`src/rtl/pump_ctrl_pkg.sv`:
```
// Shared types for the pump duty sequencer.
//   pump_state_t : per-channel ramp state
//   duty_t       : duty value at the default width
//   is_busy()    : states during which a channel reports busy
package pump_ctrl_pkg;

  localparam int unsigned DEFAULT_DUTY_WIDTH = 8;

  typedef logic [DEFAULT_DUTY_WIDTH-1:0] duty_t;

  typedef enum logic [2:0] {
    OFF       = 3'd0,
    RAMP_UP   = 3'd1,
    RUN       = 3'd2,
    RAMP_DOWN = 3'd3,
    HOLDOFF   = 3'd4
  } pump_state_t;

  function automatic logic is_busy(input pump_state_t s);
    return (s == RAMP_UP) || (s == RAMP_DOWN) || (s == HOLDOFF);
  endfunction

endpackage

```
`src/rtl/pump_ramp_channel.sv`:
```
// One slew-limited pump duty channel with post-stop holdoff.
// Ports:
//   clk, reset     : clock, synchronous active-low reset
//   tick_i         : ramp update strobe
//   force_off_i    : dry condition, zero the output on the next edge
//   eff_i          : arbitrated duty target
//   headroom_i     : largest duty this channel may reach on this tick
//   cur_o          : registered duty value
//   cur_d_o        : value cur_o takes on the next edge (feeds the headroom chain)
//   state_o        : current pump_state_t encoding
//   busy_o         : registered busy flag
module pump_ramp_channel
  import pump_ctrl_pkg::*;
#(
  parameter int unsigned DUTY_WIDTH = DEFAULT_DUTY_WIDTH,
  parameter int unsigned STEP       = 4,
  parameter int unsigned DEAD_TICKS = 8
) (
  input  logic                  clk,
  input  logic                  reset,
  input  logic                  tick_i,
  input  logic                  force_off_i,
  input  logic [DUTY_WIDTH-1:0] eff_i,
  input  logic [DUTY_WIDTH:0]   headroom_i,
  output logic [DUTY_WIDTH-1:0] cur_o,
  output logic [DUTY_WIDTH-1:0] cur_d_o,
  output logic [2:0]            state_o,
  output logic                  busy_o
);

  localparam int unsigned DW  = DUTY_WIDTH;
  localparam int unsigned DW1 = DUTY_WIDTH + 1;
  localparam int unsigned HW  = (DEAD_TICKS > 1) ? $clog2(DEAD_TICKS) : 1;
  localparam logic [HW-1:0] HOLD_LAST = HW'((DEAD_TICKS == 0) ? 0 : DEAD_TICKS - 1);

  logic [DW-1:0] cur_q;
  logic [DW-1:0] cur_d;
  logic [DW-1:0] step_val;
  logic [DW:0]   up_lim;
  pump_state_t   state_q;
  pump_state_t   step_state;
  logic [HW-1:0] hold_q;
  logic          busy_q;

  // Candidate duty after one step toward eff, clamped by headroom when rising.
  always_comb begin
    step_val = cur_q;
    up_lim   = DW1'(cur_q) + DW1'(STEP);
    if (cur_q > eff_i) begin
      if (DW1'(cur_q) > DW1'(eff_i) + DW1'(STEP)) step_val = cur_q - DW'(STEP);
      else                                         step_val = eff_i;
    end else if (cur_q < eff_i) begin
      if (DW1'(eff_i) < up_lim) up_lim = DW1'(eff_i);
      if (headroom_i < up_lim)  up_lim = headroom_i;
      step_val = DW'(up_lim);
    end
  end

  // State the channel lands in after taking step_val (outside HOLDOFF).
  always_comb begin
    if ((cur_q != '0) && (step_val == '0))
      step_state = (DEAD_TICKS == 0) ? OFF : HOLDOFF;
    else if (step_val == eff_i)
      step_state = (step_val == '0) ? OFF : RUN;
    else if (step_val < eff_i)
      step_state = RAMP_UP;
    else
      step_state = RAMP_DOWN;
  end

  // Next duty: dry wins, then tick; HOLDOFF pins the output at zero.
  always_comb begin
    cur_d = cur_q;
    if (force_off_i)  cur_d = '0;
    else if (tick_i)  cur_d = (state_q == HOLDOFF) ? '0 : step_val;
  end

  // Channel FSM with registered duty, busy and holdoff count.
  always_ff @(posedge clk) begin
    if (!reset) begin
      cur_q   <= '0;
      state_q <= OFF;
      hold_q  <= '0;
      busy_q  <= 1'b0;
    end else begin
      cur_q <= cur_d;
      if (force_off_i) begin
        // A running channel is stopped abruptly, so it still owes its dead time.
        if ((cur_q != '0) && (DEAD_TICKS != 0)) begin
          state_q <= HOLDOFF;
          hold_q  <= '0;
          busy_q  <= 1'b1;
        end else if (state_q != HOLDOFF) begin
          state_q <= OFF;
          busy_q  <= 1'b0;
        end
      end else if (tick_i) begin
        if (state_q == HOLDOFF) begin
          if (hold_q == HOLD_LAST) begin
            state_q <= OFF;
            busy_q  <= 1'b0;
          end else begin
            hold_q <= hold_q + HW'(1);
          end
        end else begin
          state_q <= step_state;
          busy_q  <= is_busy(step_state);
          if (step_state == HOLDOFF) hold_q <= '0;
        end
      end
    end
  end

  assign cur_o   = cur_q;
  assign cur_d_o = cur_d;
  assign state_o = state_q;
  assign busy_o  = busy_q;

endmodule

```
`src/rtl/pump_duty_sequencer.sv`:
```
// Turns raw pump duty targets into slew-limited duties under a shared budget
// (pump A has priority), with post-stop holdoff and a sticky dry fault.
// Ports:
//   clk, reset           : clock, synchronous active-low reset
//   enable               : 0 ramps both pumps down to 0
//   tgt_a, tgt_b         : requested duties
//   dry_in               : reservoir empty (already synchronised)
//   duty_a_out/duty_b_out: duties to the PWM generators
//   busy                 : a channel is ramping or in holdoff
//   fault_dry            : sticky dry fault
module pump_duty_sequencer
  import pump_ctrl_pkg::*;
#(
  parameter int unsigned DUTY_WIDTH = DEFAULT_DUTY_WIDTH,
  parameter int unsigned STEP       = 4,
  parameter int unsigned TICK_DIV   = 1000,
  parameter int unsigned BUDGET     = 384,
  parameter int unsigned DEAD_TICKS = 8
) (
  input  logic                  clk,
  input  logic                  reset,
  input  logic                  enable,
  input  logic [DUTY_WIDTH-1:0] tgt_a,
  input  logic [DUTY_WIDTH-1:0] tgt_b,
  input  logic                  dry_in,
  output logic [DUTY_WIDTH-1:0] duty_a_out,
  output logic [DUTY_WIDTH-1:0] duty_b_out,
  output logic                  busy,
  output logic                  fault_dry
);

  localparam int unsigned DW  = DUTY_WIDTH;
  localparam int unsigned DW1 = DUTY_WIDTH + 1;
  localparam int unsigned CW  = (TICK_DIV > 1) ? $clog2(TICK_DIV) : 1;
  localparam logic [CW-1:0] TICK_LAST = CW'(TICK_DIV - 1);
  localparam logic [DW:0]   BUDGET_W  = DW1'(BUDGET);

  logic [CW-1:0] cnt_q;
  logic          tick;
  logic [DW-1:0] ta, tb;
  logic [DW-1:0] eff_a, eff_b;
  logic [DW:0]   rem_b;
  logic [DW:0]   headroom_a, headroom_b;
  logic [DW-1:0] cur_d_a, cur_d_b;
  logic [2:0]    st_a, st_b;
  logic          busy_a, busy_b;
  logic          fault_q;

  // Ramp tick generator.
  always_ff @(posedge clk) begin
    if (!reset)    cnt_q <= '0;
    else if (tick) cnt_q <= '0;
    else           cnt_q <= cnt_q + CW'(1);
  end

  assign tick = (cnt_q == TICK_LAST);

  // Budget arbitration: A takes what it asks for, B gets the remainder.
  always_comb begin
    ta    = enable ? tgt_a : '0;
    tb    = enable ? tgt_b : '0;
    eff_a = '0;
    eff_b = '0;
    rem_b = '0;
    if (!fault_q) begin
      eff_a = (DW1'(ta) < BUDGET_W) ? ta : DW'(BUDGET_W);
      rem_b = BUDGET_W - DW1'(eff_a);
      eff_b = (DW1'(tb) < rem_b) ? tb : DW'(rem_b);
    end
  end

  // A sees B's current duty; B sees A's post-tick duty, so the sum never overshoots.
  assign headroom_a = BUDGET_W - DW1'(duty_b_out);
  assign headroom_b = BUDGET_W - DW1'(cur_d_a);

  pump_ramp_channel #(
    .DUTY_WIDTH (DUTY_WIDTH),
    .STEP       (STEP),
    .DEAD_TICKS (DEAD_TICKS)
  ) u_chan_a (
    .clk         (clk),
    .reset       (reset),
    .tick_i      (tick),
    .force_off_i (dry_in),
    .eff_i       (eff_a),
    .headroom_i  (headroom_a),
    .cur_o       (duty_a_out),
    .cur_d_o     (cur_d_a),
    .state_o     (st_a),
    .busy_o      (busy_a)
  );

  pump_ramp_channel #(
    .DUTY_WIDTH (DUTY_WIDTH),
    .STEP       (STEP),
    .DEAD_TICKS (DEAD_TICKS)
  ) u_chan_b (
    .clk         (clk),
    .reset       (reset),
    .tick_i      (tick),
    .force_off_i (dry_in),
    .eff_i       (eff_b),
    .headroom_i  (headroom_b),
    .cur_o       (duty_b_out),
    .cur_d_o     (cur_d_b),
    .state_o     (st_b),
    .busy_o      (busy_b)
  );

  // Dry fault latch: clears only once the sensor is wet and both requests are zero.
  always_ff @(posedge clk) begin
    if (!reset)                               fault_q <= 1'b0;
    else if (dry_in)                          fault_q <= 1'b1;
    else if ((ta == '0) && (tb == '0))        fault_q <= 1'b0;
  end

  assign fault_dry = fault_q;
  assign busy      = busy_a | busy_b;

  // Design invariants: budget is never exceeded, idle channels drive zero,
  // and the next-state duty chain respects the budget too.
  a_budget : assert property (@(posedge clk) disable iff (!reset)
    (DW1'(duty_a_out) + DW1'(duty_b_out)) <= BUDGET_W);
  a_next_budget : assert property (@(posedge clk) disable iff (!reset)
    (DW1'(cur_d_a) + DW1'(cur_d_b)) <= BUDGET_W);
  a_idle_a : assert property (@(posedge clk) disable iff (!reset)
    ((st_a == 3'(OFF)) || (st_a == 3'(HOLDOFF))) |-> (duty_a_out == '0));
  a_idle_b : assert property (@(posedge clk) disable iff (!reset)
    ((st_b == 3'(OFF)) || (st_b == 3'(HOLDOFF))) |-> (duty_b_out == '0));

endmodule

```
`config.mk`:
```
export PLATFORM = sky130hd
export DESIGN_NAME = pump_duty_sequencer
export DESIGN_NICKNAME = d
export VERILOG_FILES = /design/src/rtl/pump_ctrl_pkg.sv /design/src/rtl/pump_ramp_channel.sv /design/src/rtl/pump_duty_sequencer.sv
export SDC_FILE = /design/constraint.sdc
export NUM_CORES = 1
export LEC_CHECK = 0
export BUFFER_PORTS_ARGS = -buffer_cell sky130_fd_sc_hd__buf_2
export CAP_MARGIN = 20
export CORE_ASPECT_RATIO = 0.8
export CORE_MARGIN = 1.5
export CORE_UTILIZATION = 66
export DETAILED_ROUTE_END_ITERATION = 16
export PLACE_DENSITY = 0.85
export RECOVER_POWER = 50
export SYNTH_ARGS = -nofsm -noshare
export SYNTH_HDL_FRONTEND = slang
export SYNTH_SLANG_ARGS = --single-unit
export TNS_END_PERCENT = 100
```
`constraint.sdc`:
```
create_clock -name clk -period 25.9 [get_ports clk]
set_clock_uncertainty 0.15 [all_clocks]
set_input_delay 3.885 -clock clk [delete_from_list [all_inputs] [get_ports clk]]
set_output_delay 3.885 -clock clk [all_outputs]
set_load 0.05 [all_outputs]
```
==> qor.txt, run 1 <==
Status - finished clean
Clk Latency, worst-skew pair - 0.29 ns
Pin count of the biggest net entering global routing - 34
Peak supply drop - 25.9 uV
Setup ws final - 11.81 ns
Via Count - 7180
Synth warn - 0
CTS tree - built
Clock power frac - 27.2%
Met2 Track Usage GR - 60.8%
Required time worst endpoint - 25.92 ns
Ports - 38
Main combinational cell family by area after synthesis - simple AND/OR/NAND/NOR gates
Slew Limit Fails - 0
Worst-margin pin slew - 1.34 ns
Post-synthesis mux area share - 3.09%
Top cells by area, synth - ha_1, dfxtp_1, nand2_1
Die Ht - 91.6 um
Initial DRC Count - 905
Placed instance area - 6680 um2
Tmin final - 14.09 ns
Die width - 114 um
Placer Congestion - 1.06
Critical path class - in2reg
Hold Buf Count CTS - 0
Cells after Synth - 889
Routed WL per cell - 20.4 um
Layout cell share with drive strength beyond 1 - 6.58%
Vias in the first global route - 6641
Sequential power share - 28.4%
Static Leak - 2.92 nW
Final hold vios - 0
CTS Buf Count - 5
Compound-Gate Fraction of Synth Area - 26.4%
Drt total wl - 20800 um
Mapped Area - 6480 um2
Relative slew slack - 10.5%
Detailed Place HPWL - 16000 um
Tcrit/Tclk final - 54.4%
CP max FO - 28
Cell area after layout - 6800 um2
Post-synthesis adder-cell area fraction - 17.6%
Routing usage on met1 - 55.2%
Avg Inst Size Synth - 7.29 um2
Antenna violations before repair - 0
GRT Max-Usage Layer - met2
Post-detailed-route count of antenna-violating nets - 0
Setup crit start kind - primary input
Post-synth ARST share - 0%
Drc violations - 0
Initial Util - 67.4%
FF-to-FF setup slack - 15.20 ns
WHS Endpoint - u_chan_a.state_o[1]$_SDFFE_PN0P_
Vias per cell - 7.07
Post-synth top flop - dfxtp_1
Crit-path most repeated cell - ha_1
Total track usage - 39.5%
Worst r2r src - fault_dry$_SDFFE_PN0P_
Top-area cell type share of the netlist area - 17.6%
H-tree Lvls - 2
Crit-path slowest cell - a2111oi_1
Post-Synth XOR/XNOR Area - 5.68%
Max-cap violations - 0
Setup bufs post-CTS - 0
Power Internal - 139 uW
Final total power - 230 uW
Layout net count - 1008
Yosys cell types - 80
Setup_tns - 0 ns
NetSw - 90.8 uW
Hold path cells - 2
PostCTS Resize Cnt - 0
Final setup violating endpoints - 0
Worst path max stage delay - 0.78 ns
Hold Startpoint - u_chan_a.state_o[1]$_SDFFE_PN0P_
Post-synth EDFFs - 0
Die area - 10400 um2
Met3 Usage GRT - 9.39%
Arrival time worst endpoint - 14.11 ns
Clock-pin slew on the worst setup and hold paths - 0.06 ns
Worst setup slack after placement - 11.89 ns
Root buf cell - clkbuf_16
Util after Layout - 70.8%
Combinational Power Share - 44.4%
IO buf count - 37
Global-route wire length before repair - 33300 um
Switching Fraction - 39.5%
CTS max path bufs - 2
Capturing point of the worst reg2reg path - u_chan_b.state_o[1]$_SDFFE_PN0P_
RSZ-0062 raised after global routing - false
F_max - 0.0710 GHz
Yosys reg bits - 41
Pre-Repair DR Iteration Count - 5
Congestion Overflow GR - 0
Sequential share of the synthesized area - 12.7%
Row cnt - 32
Post-Synth Simple-Gate Area - 29.4%
Number of diodes - 0
Area Overhead vs Synth - 4.96%
Core ar. - 9610 um2
Power Dens Cells - 33.8 nW/um2
Critical Path End Type - flop
Min-delay worst type - reg2reg
Yosys top cell by area - ha_1
Clock Sink Count - 41
R2R cell count - 36
==> critical path: cells and delay by family <==
family / cells / cell delay (ns)
compound gates: 21 / 5.78
buf+inv: 3 / 0.50
mux: 1 / 0.21
xor+xnor: 1 / 0.38
fa+ha+maj: 5 / 1.70
simple gates: 7 / 1.64
==> synthesized netlist by cell type, types with 10 or more instances <==
cell type  instances
inv_1             45
nand2b_1          12
o21ai_0           38
dfxtp_1           41
o31ai_1           10
a22oi_1           12
nand3_1           39
nand4_1           22
ha_1              91
nor2_1            83
nand2_1           86
nor3_1            31
nor2b_1           10
xor2_1            18
a21oi_1           49
clkbuf_1          28
a21o_1            17
xnor2_1           24
mux2i_1           14
and2_1            27
o211ai_1          12
==> placed cells by master, fill, tap and decap left out, types with 6 or more instances in the layout <==
master,n
a21o_1,17
a21oi_1,49
a22oi_1,12
a31oi_1,9
and2_1,26
and3_1,6
buf_2,18
clkbuf_1,19
dfxtp_1,41
ha_1,91
inv_1,45
mux2i_1,14
nand2_1,86
nand2b_1,12
nand3_1,39
nand3b_1,6
nand4_1,22
nor2_1,83
nor2b_1,10
nor3_1,31
nor4_1,9
o211ai_1,12
o21a_1,6
o21ai_0,38
o31ai_1,10
or2_2,8
or3_1,9
xnor2_1,24
xor2_1,18
==> metal layers <==
metal,wire [um],vias to the layer above
met5,0,-
met4,522,0
met3,2590,64
met2,8870,464
met1,8780,3332
li1,-,3320
==> how the worst max path moves through the flow <==
stage	from	endpoint	slack, ns	cells past startpoint
3_5_place_dp	enable	u_chan_b.state_o[1]$_SDFFE_PN0P_	11.89	39
4_1_cts	enable	u_chan_b.state_o[1]$_SDFFE_PN0P_	12.15	40
2_1_floorplan	enable	u_chan_b.state_o[1]$_SDFFE_PN0P_	13.36	42
5_1_grt	enable	u_chan_b.state_o[1]$_SDFFE_PN0P_	11.18	40
6_report	enable	u_chan_b.state_o[1]$_SDFFE_PN0P_	11.81	38
3_3_place_gp	enable	u_chan_b.state_o[1]$_SDFFE_PN0P_	12.35	40
==> power by group through the flow <==
stage | clock [mW] | combinational (mW) | sequential [mW]
floorplan | 0 | 0.0741 | 0.0666
global placement | 0 | 0.0945 | 0.0666
detailed placement | 0 | 0.0972 | 0.0667
CTS | 0.0623 | 0.0984 | 0.0653
global route | 0.0655 | 0.111 | 0.0655
finish | 0.0625 | 0.102 | 0.0654
==> area by class of cell <==
cell class,instances,area (um2)
clock buffer,6,139
clock inverter,1,7.51
fill,819,2810
inverter,46,174
multi-input combinational,763,5330
sequential,41,821
tap,119,149
timing repair buffer,40,184
==> cells by family (layout without fill, tap and decap cells) <==
| group | count (synthesis) | after routing |
|---|---|---|
| simple gates | 372 | 372 |
| compound gates | 237 | 237 |
| mux | 19 | 19 |
| other cells | 1 | 2 |
| fa+ha+maj | 91 | 91 |
| buf+inv | 86 | 93 |
| xor+xnor | 42 | 42 |
| flops | 41 | 41 |
==> registers in the layout, indices dropped and copies added (netlist names) <==
register	count
cnt_q	10
u_chan_a.cur_o	8
u_chan_b.cur_o	8
u_chan_a.hold_q	3
u_chan_a.state_o	3
u_chan_b.hold_q	3
u_chan_b.state_o	3
fault_dry	1
u_chan_a.busy_o	1
u_chan_b.busy_o	1
==> through the flow <==
step / hold slack (ns) / std cells
after floorplan: 0.276 / 890
after global placement: 0.287 / 1009
after detailed placement: 0.315 / 1009
after CTS: 0.322 / 1016
after global routing: 0.350 / 1016
final: 0.318 / 1016
No activity file was read; power rests on OpenSTA's default activity.
==> inputs of run 2 (changes only) <==
--- a/config.mk
+++ b/config.mk
@@ -5,13 +5,14 @@
 export SDC_FILE = /design/constraint.sdc
 export NUM_CORES = 1
 export LEC_CHECK = 0
+export ABC_AREA = 1
 export BUFFER_PORTS_ARGS = -buffer_cell sky130_fd_sc_hd__buf_2
 export CAP_MARGIN = 20
 export CORE_ASPECT_RATIO = 0.8
 export CORE_MARGIN = 1.5
-export CORE_UTILIZATION = 66
+export CORE_UTILIZATION = 57
 export DETAILED_ROUTE_END_ITERATION = 16
-export PLACE_DENSITY = 0.85
+export PLACE_DENSITY = 0.78
 export RECOVER_POWER = 50
 export SYNTH_ARGS = -nofsm -noshare
 export SYNTH_HDL_FRONTEND = slang
==> constraint.sdc (replaced) <==
create_clock -name clk -period 11.8 [get_ports clk]
set_clock_uncertainty 0.15 [all_clocks]
set_input_delay 1.77 -clock clk [delete_from_list [all_inputs] [get_ports clk]]
set_output_delay 1.77 -clock clk [all_outputs]
set_load 0.05 [all_outputs]
==> run 2 against run 1 <==
  * Worst hold slack worse by 0.014 ns
  * Synthesized cell count rose by 11%
  * Cell area down 2.9%
  * Power increased by 130%
  * Clock power is 120% higher
  * Largest power group unchanged
  * Highest routed layer unchanged
==> qor.txt, run 2 <==
Global-route wire length before repair - 27700 um (-17%)
Yosys reg bits - 41 (unchanged)
Worst r2r src - fault_dry$_SDFFE_PN0P_
Worst-margin pin slew - 1.07 ns (-0.272 ns)
RSZ-0062 raised after global routing - false
Post-synth top flop - dfxtp_1
IO buf count - 37 (unchanged)
Arrival time worst endpoint - 9.52 ns (-4.59 ns)
Power Dens Cells - 78.5 nW/um2 (+130%)
CTS max path bufs - 2 (unchanged)
Routed WL per cell - 14.2 um (-30%)
Post-synth ARST share - 0% (unchanged)
Vias per cell - 5.59 (-21%)
Top cells by area, synth - ha_1, nand2_1, dfxtp_1
Capturing point of the worst reg2reg path - u_chan_b.state_o[1]$_SDFFE_PN0P_
Detailed Place HPWL - 13300 um (-17%)
Die Ht - 96.6 um (+5.5%)
Setup crit start kind - primary input
Ports - 38 (unchanged)
Row cnt - 33 (+3.1%)
Setup ws final - 2.34 ns (-9.47 ns)
Via Count - 6451 (-10%)
Critical path class - in2reg
Cells after Synth - 987 (+11%)
Yosys cell types - 54 (-33%)
Total track usage - 28.6% (-11 points)
Drt total wl - 16400 um (-21%)
FF-to-FF setup slack - 4.08 ns (-11.12 ns)
Non-filler cells, final - 1154 (+14%)
Static Leak - 3.38 nW (+15%)
Synth top cells by count - nand2_1, inv_1, ha_1
Top-area cell type share of the netlist area - 18.2% (+0.64 points)
Number of diodes - 0 (unchanged)
Post-detailed-route count of antenna-violating nets - 0 (unchanged)
Post-Synth Simple-Gate Area - 36.8% (+7.5 points)
Hold path cells - 1 (-1)
Setup bufs post-CTS - 0 (unchanged)
Post-synthesis adder-cell area fraction - 18.2% (+0.64 points)
Synth warn - 0 (unchanged)
Required time worst endpoint - 11.86 ns (-14.06 ns)
Die width - 120 um (+5.5%)
Sequential share of the synthesized area - 13.1% (+0.46 points)
PostCTS Resize Cnt - 0 (unchanged)
R2R cell count - 50 (+39%)
Vias in the first global route - 5730 (-14%)
F_max - 0.106 GHz
Tcrit/Tclk final - 80.2%
Placed instance area - 6480 um2 (-2.9%)
Clk Latency, worst-skew pair - 0.28 ns (about the same)
Core ar. - 10400 um2 (+8.7%)
Tmin final - 9.46 ns
Setup_tns - 0 ns (unchanged)
Slew Limit Fails - 0 (unchanged)
Crit-path most repeated cell - nand2_1
Yosys top cell by area - ha_1
Most frequent cell after synthesis - nand2_1
Post-Synth XOR/XNOR Area - 3.64% (-2.0 points)
Root buf cell - clkbuf_16
Drc violations - 0 (unchanged)
Layout net count - 1125 (+12%)
CTS Buf Count - 5 (unchanged)
Crit-path slowest cell - clkbuf_1
Placer Congestion - 1.01 (-4.8%)
Most flop-heavy register - cnt_q
Avg Inst Size Synth - 6.33 um2 (-13%)
Compound-Gate Fraction of Synth Area - 16.3% (-10 points)
Status - finished clean
Hold Startpoint - cnt_q[0]$_SDFF_PP0_
Mapped Area - 6250 um2 (-3.5%)
Hold Buf Count CTS - 0 (unchanged)
Initial Util - 59.8% (-7.6 points)
Final total power - 519 uW (+130%)
Max-cap violations - 0 (unchanged)
Clock Sink Count - 41 (unchanged)
Commonest non-fill, non-tap cell in the layout - nand2_1
Area Overhead vs Synth - 5.69%
Min-delay worst type - reg2reg
WHS Endpoint - cnt_q[0]$_SDFF_PP0_
Final hold vios - 0 (unchanged)
Final setup violating endpoints - 0 (unchanged)
CTS tree - built
Worst setup slack after placement - 2.54 ns (-9.35 ns)
Relative slew slack - 28.6% (+18 points)
Peak supply drop - 80.2 uV (+210%)
Antenna violations before repair - 0 (unchanged)
Clock-pin slew on the worst setup and hold paths - 0.06 ns (about the same)
Initial DRC Count - 519 (-43%)
Pin count of the biggest net entering global routing - 18 (-47%)
Cell area after layout - 6600 um2 (-2.9%)
Main combinational cell family by area after synthesis - simple AND/OR/NAND/NOR gates
Pre-Repair DR Iteration Count - 6 (+1)
Max reg flops - 10 (unchanged)
H-tree Lvls - 2 (unchanged)
Congestion Overflow GR - 0 (unchanged)
Layout cell share with drive strength beyond 1 - 10.7% (+4.1 points)
Post-synthesis mux area share - 0% (-3.1 points)
Die area - 11600 um2 (+11%)
# placed instances - 1147 (+14%)
Filler cell count - 1017 (+24%)
Most frequent cells in the layout - nand2_1, inv_1, ha_1
Post-synth EDFFs - 0 (unchanged)
Worst path max stage delay - 0.65 ns (-0.13 ns)
Critical Path End Type - flop
CP max FO - 17 (-39%)
[run 2: cell count changes in the layout (fill, tap and decap cells not counted), moves of 13 or more]
cell / previous run / this run
nand2_1: 86 / 227
inv_1: 45 / 141
nand3_1: 39 / 63
a21oi_1: 49 / 71
and2_1: 26 / 5
a21o_1: 17 / 0
nand3_2: 0 / 17
xnor2_1: 24 / 7
mux2i_1: 14 / 0
inv_2: 0 / 13
o21ai_1: 3 / 16
[run 2: routing by layer]
layer / GRT usage [%] / part of all wire, % / vias up
met5: 0 / 0 / -
met1: 45.5 / 50 / 2822
met4: 4.49 / 0.83 / 0
li1: - / - / 3322
met2: 41.1 / 40 / 289
met3: 3.42 / 9.4 / 18
[run 2: how the worst max path moves through the flow]
stage	depth (start not counted)	to	from	slack, ns
after global placement	51	u_chan_b.state_o[1]$_SDFFE_PN0P_	enable	2.65
after CTS	51	u_chan_b.state_o[1]$_SDFFE_PN0P_	enable	2.77
after floorplan	55	u_chan_b.state_o[1]$_SDFFE_PN0P_	enable	3.76
after detailed placement	51	u_chan_b.state_o[1]$_SDFFE_PN0P_	enable	2.54
after global routing	51	u_chan_b.state_o[1]$_SDFFE_PN0P_	enable	1.34
final	51	u_chan_b.state_o[1]$_SDFFE_PN0P_	enable	2.34
[run 2: kinds of logic after synthesis]
kind of cell    Yosys count
compound gates          177
xor+xnor                 26
fa+ha+maj                91
buf+inv                 178
flops                    41
other cells               1
simple gates            473
[run 2: layout make-up]
class / instances / area [um2] / share of cell area (%)
clock inverters: 1 / 7.51 / 0.114
flip-flops and latches: 41 / 821 / 12.4
clock buffers: 6 / 139 / 2.10
repair buffers: 38 / 168 / 2.54
multi-input cells: 769 / 4700 / 71.1
well taps: 140 / 175 / 2.65
inverters: 159 / 597 / 9.04
[run 2: critical path: cells and delay by family]
kind            cells  cell delay [ns]
compound gates     11             2.01
simple gates       26             2.61
fa+ha+maj           5             1.56
buf+inv             9             1.57
[run 2: report_power, final]
| group | leakage, nW | switching [mW] | internal, mW |
|---|---|---|---|
| logic | 2.97 | 0.156 | 0.0803 |
| clock network | 0.0690 | 0.0547 | 0.0830 |
| registers | 0.332 | 0.00306 | 0.141 |
[run 2: per-stage QoR]
| step | utilization [%] | hold WS, ns |
|---|---|---|
| floorplan | - | 0.268 |
| global placement | 62.1 | 0.283 |
| detailed placement | 62.1 | 0.295 |
| CTS | 63.5 | 0.310 |
| global route | 63.2 | 0.334 |
| finish | 63.2 | 0.303 |
